<file path="config.mk">
export PLATFORM = sky130hd
export DESIGN_NAME = rd_ctrl_async
export DESIGN_NICKNAME = d
export VERILOG_FILES = /design/src/rtl/rd_ctrl_async.sv
export SDC_FILE = /design/constraint.sdc
export NUM_CORES = 1
export LEC_CHECK = 0
export ABC_CLOCK_PERIOD_IN_PS = 2700
export CAP_MARGIN = 30
export CORE_MARGIN = 2
export CORE_UTILIZATION = 43
export DETAILED_ROUTE_END_ITERATION = 10
export GPL_TIMING_DRIVEN = 0
export HOLD_SLACK_MARGIN = 0.12
export PLACE_DENSITY = 0.74
export SETUP_SLACK_MARGIN = 0.1
export SYNTH_ARGS = -nofsm -noshare
export SYNTH_HDL_FRONTEND = slang
export SYNTH_SLANG_ARGS = --single-unit
</file>
<file path="constraint.sdc">
create_clock -name rd_clk -period 2.7 [get_ports rd_clk]
set_input_delay 0.54 -clock rd_clk [delete_from_list [all_inputs] [get_ports rd_clk]]
set_output_delay 0.54 -clock rd_clk [all_outputs]
set_load 0.03 [all_outputs]
</file>
<file path="src/rtl/rd_ctrl_async.sv">
// Read-side controller of an asynchronous FIFO: binary/Gray read pointer,
// write-pointer synchroniser, and registered empty / almost-empty / level / underflow flags.
module rd_ctrl_async #(
  parameter int ASIZE       = 4,
  parameter int SYNC_STAGES = 2
) (
  input  logic             rd_clk,
  input  logic             rd_rst,
  input  logic             rd_inc,
  input  logic [ASIZE:0]   rd_ae_level,
  input  logic [ASIZE:0]   wr_ptr_gray,
  output logic [ASIZE-1:0] rd_addr,
  output logic [ASIZE:0]   rd_ptr,
  output logic             rd_empty,
  output logic             rd_almost_empty,
  output logic [ASIZE:0]   rd_level,
  output logic             rd_underflow
);

  logic [ASIZE:0] rbin;
  logic [ASIZE:0] rbnext;
  logic [ASIZE:0] rgnext;
  logic [ASIZE:0] wq [SYNC_STAGES];
  logic [ASIZE:0] wq_s;
  logic [ASIZE:0] wbin_s;
  logic [ASIZE:0] level_next;
  logic           rd_accept;

  // Plain flop chain; the Gray input changes one bit at a time so no logic may sit between stages.
  always_ff @(posedge rd_clk or posedge rd_rst) begin
    if (rd_rst) begin
      for (int unsigned i = 0; i < SYNC_STAGES; i++) wq[i] <= '0;
    end else begin
      wq[0] <= wr_ptr_gray;
      for (int unsigned i = 1; i < SYNC_STAGES; i++) wq[i] <= wq[i-1];
    end
  end

  assign wq_s = wq[SYNC_STAGES-1];

  always_comb begin
    wbin_s = '0;
    for (int unsigned i = 0; i <= ASIZE; i++) wbin_s[i] = ^(wq_s >> i);
  end

  always_comb begin
    rd_accept  = rd_inc & ~rd_empty;
    rbnext     = rbin + {{ASIZE{1'b0}}, rd_accept};
    rgnext     = (rbnext >> 1) ^ rbnext;
    level_next = wbin_s - rbnext;
  end

  // Flags are computed from the post-read pointer so they are valid in the same cycle the pointer moves.
  always_ff @(posedge rd_clk or posedge rd_rst) begin
    if (rd_rst) begin
      rbin            <= '0;
      rd_ptr          <= '0;
      rd_empty        <= 1'b1;
      rd_almost_empty <= 1'b1;
      rd_level        <= '0;
      rd_underflow    <= 1'b0;
    end else begin
      rbin            <= rbnext;
      rd_ptr          <= rgnext;
      rd_empty        <= (rgnext == wq_s);
      rd_almost_empty <= (level_next <= rd_ae_level);
      rd_level        <= level_next;
      rd_underflow    <= rd_inc & rd_empty;
    end
  end

  assign rd_addr = rbin[ASIZE-1:0];

endmodule

</file>
==> impl_metrics.toml <==
[status]
status = "finished with violations"
violations_in_the_final_reports = "setup timing"

[cts]
cts_clock_pin_slew_for_the_worst_setup_and_hold_paths_ns = 0.14
clock_insertion_delay_worst_skew_ns = 0.31
clock_tree.root_cell = "sky130_fd_sc_hd__clkbuf_4"
cts_sinks = 27
clock_path_buffers = 2
cts_tree = "built"
cts_h_tree_depth = 1
cts_hold_buffers = 0
cts_made_buffers = 3

[yosys]
postSynthRegisterBits = 27
synthesis.area_um2 = 1190
synth.top_cell.area_share = 0.524
synthFlopType = "sky130_fd_sc_hd__dfrtp_1"
post-synth-top-area-cell = "sky130_fd_sc_hd__dfrtp_1"
syn_area_per_cell_um2 = 12.8
synth.net_count = 117
post-synth-top-count-cell = "sky130_fd_sc_hd__dfrtp_1"
synth_warnings = 0
syn_inst = 93
ys_types = 19
post_synth_most_frequent_cells = "sky130_fd_sc_hd__dfrtp_1, sky130_fd_sc_hd__inv_1, sky130_fd_sc_hd__ha_1, sky130_fd_sc_hd__xnor2_1, sky130_fd_sc_hd__xor2_1"
synthTopCellsByArea = "sky130_fd_sc_hd__dfrtp_1, sky130_fd_sc_hd__ha_1, sky130_fd_sc_hd__xnor2_1, sky130_fd_sc_hd__xor2_1, sky130_fd_sc_hd__inv_1"
synth-edff-count = 0
sequential_share_of_the_synthesized_area = 0.568
synth-async-reset-ratio = 1.00

[timing]
grt_setup_unrepaired = "true"
worst_slack_ns = -0.253
final.setup_skew_ns = 0.00224
timing_worst_slew_pin_value_ns = 0.532
setup_viol = 1
timing.final.hold_violations = 0
final.min_clock_period_ns = 2.95
maxSlewHeadroom = 0.644
max_frequency_mhz = 339
min_period_over_period = 1.09
slew_violations = 0

[drt]
drc_marker_count_from_the_first_detailed_route_iteration = 7
via_count = 763
drt-vias-per-instance = 4.60
dr.pass1.iters = 2
totalWireLength_um = 1920
drt_drc_violations_left = 0
antenna_violating_nets_post_route = 0
avgRoutedWirePerCell_um = 11.6

[global_routing]
grt_overflow = 0
antenna_found_initial = 0
global_route_wire_length_before_repair_um = 3510
gr-usage-all-layers = 0.140
grt_max_degree = 18
grt_pass1_vias = 802

[flow_run]
maximum_capacitance_violations = 0

[placed_design]
placed_inst_area_um2 = 1550
io_buffers = 29
dp.final_hpwl_um = 1460
gpl.final_weighted_congestion = 0.715

[layout]
fraction_of_final_layout_cells_sized_beyond_drive_strength_1 = 0.200
design.final.nets = 160
antenna-diode-count = 0
relative_area_change_from_synthesis_to_final_layout_pct = 43.1
fillers = 212
design_area_um2 = 1710

[setup_path]
crit_buf_inv = 1
cpPeakStageDelay_ns = 0.44
required_ns = 2.96
setup.worst_path.start_class = "register"
critPathTopFamily = "XOR/XNOR gates"
cp_max_fo = 2
endpoint_kind = "register"
path_class = "register to register"
worst_ep_arrival_time_ns = 3.21
crit_path_cell_trace = "xor2_2, xnor2_2, xor2_2, xor2_1, ha_2, fa_1, inv_2, ha_4, nor2b_1, o21a_1, o21a_1, o21a_1, o21ai_1"
slowest_stage = "sky130_fd_sc_hd__dfrtp_1"
critical-path-top-cell-by-count = "sky130_fd_sc_hd__o21a_1"

[floorplan]
die_width_um = 56.7
dieHeight_um = 56.7
design.portCount = 30
die-area_um2 = 3210
std_cell_rows = 19
initial_core_util = 0.444
core_region_area_um2 = 2690

[pwr]
power_leakage_uw = 0.000791
powerDensity_nw_per_um2 = 1410
vdd_ir_drop_max_v = 0.000929
post-layout-total-power_uw = 2410

[min_path]
worstHoldPathType = "register to register"
[report_power, final]
| group | switching, uW | leakage [uW] | total, uW | internal [uW] |
|---|---|---|---|---|
| combinational | 838 | 0.000458 | 1610 | 767 |
| clock | 115 | 0.0000177 | 171 | 55.4 |
| sequential | 76.4 | 0.000316 | 638 | 561 |
| total | 1030 | 0.000791 | 2410 | 1380 |
[area by class of cell]
class | count | area (um^2) | area share
Sequential cell | 27 | 678 | 0.397
Multi-Input combinational cell | 50 | 526 | 0.308
Timing Repair Buffer | 38 | 378 | 0.221
Inverter | 16 | 60.1 | 0.0352
Tap cell | 31 | 38.8 | 0.0227
Clock buffer | 3 | 22.5 | 0.0132
Clock inverter | 1 | 5.00 | 0.00293
[path summary, 6_finish.rpt]
kind / to / slack (ns) / cells after the start / start
max in group asynchronous: rd_empty / 1.63 / 3 / rd_rst
max reg2reg: rd_almost_empty / -0.25 / 13 / wq_s[3]
min in group asynchronous: rd_ptr[1] / 0.53 / 2 / rd_rst
min: wq_s[2] / 0.37 / 0 / wq[7]
max: rd_almost_empty / -0.25 / 13 / wq_s[3]
min reg2reg: wq_s[2] / 0.37 / 0 / wq[7]
[cells by family (layout without fill, tap and decap cells)]
group | after synthesis | count (layout) | synth area share
AOI/OAI and AO/OA | 9 | 9 | 0.0566
buffers and inverters | 16 | 58 | 0.0503
adders and majority gates | 11 | 11 | 0.122
DFF | 27 | 27 | 0.568
xor gates and xnor gates | 20 | 20 | 0.153
and+or+nand+nor | 10 | 10 | 0.0503
[flip-flops by register name (all words and copies together), names as in the netlist]
name,cells
rd_underflow,1
rd_level,5
rd_ptr,4
rd_empty,1
rbin,5
rd_almost_empty,1
wq_s,5
wq,5
[placed cells by master (no fill, tap or decap)]
master and count:
sky130_fd_sc_hd__and3b_1 1, sky130_fd_sc_hd__xnor2_2 2, sky130_fd_sc_hd__clkbuf_4 3, sky130_fd_sc_hd__buf_16 1
sky130_fd_sc_hd__nand3_1 4, sky130_fd_sc_hd__clkdlybuf4s50_1 29, sky130_fd_sc_hd__ha_2 2, sky130_fd_sc_hd__a2111oi_2 1
sky130_fd_sc_hd__inv_2 1, sky130_fd_sc_hd__nor2b_1 2, sky130_fd_sc_hd__buf_4 8, sky130_fd_sc_hd__dfrtp_1 25
sky130_fd_sc_hd__xor2_2 3, sky130_fd_sc_hd__xnor2_1 8, sky130_fd_sc_hd__ha_4 1, sky130_fd_sc_hd__ha_1 7
sky130_fd_sc_hd__or3_1 1, sky130_fd_sc_hd__o21a_1 3, sky130_fd_sc_hd__dfstp_2 2, sky130_fd_sc_hd__inv_1 15
sky130_fd_sc_hd__a21o_1 2, sky130_fd_sc_hd__clkinv_2 1, sky130_fd_sc_hd__xor2_4 1, sky130_fd_sc_hd__and2_1 1
sky130_fd_sc_hd__fa_1 1, sky130_fd_sc_hd__and3_1 1, sky130_fd_sc_hd__o21ai_1 1, sky130_fd_sc_hd__a21oi_2 1
sky130_fd_sc_hd__xor2_1 6, sky130_fd_sc_hd__a21oi_1 1
[per-layer routing]
layer,wire length [um],vias up,track usage
met5,0,-,0
met4,0,0,0.0408
met3,63,0,0.0276
met2,1050,15,0.241
met1,811,375,0.176
li1,-,373,-
[what timing repair did]
action / CTS / global route
resized for setup: 4 / 6
setup endpoints to repair: 1 / 2
endpoints found under the hold margin: 0 / 0
pin swaps: 3 / 5
buffers inserted: 4 / 4
[per-stage QoR]
| stage | hold slack [ns] | TNS [ns] | util | instances | setup WS (ns) |
|---|---|---|---|---|---|
| finish | 0.368 | -0.253 | 0.636 | 166 | -0.253 |
| global route | 0.375 | -0.401 | 0.636 | 166 | -0.401 |
| CTS | 0.372 | -0.251 | 0.610 | 162 | -0.251 |
| detailed placement | 0.340 | -0.916 | 0.578 | 154 | -0.704 |
| floorplan | 0.331 | -0.209 | - | 93 | -0.209 |
| global placement | 0.332 | -0.896 | 0.568 | 153 | -0.694 |
Note: power is estimated with default switching activity, not from simulation.
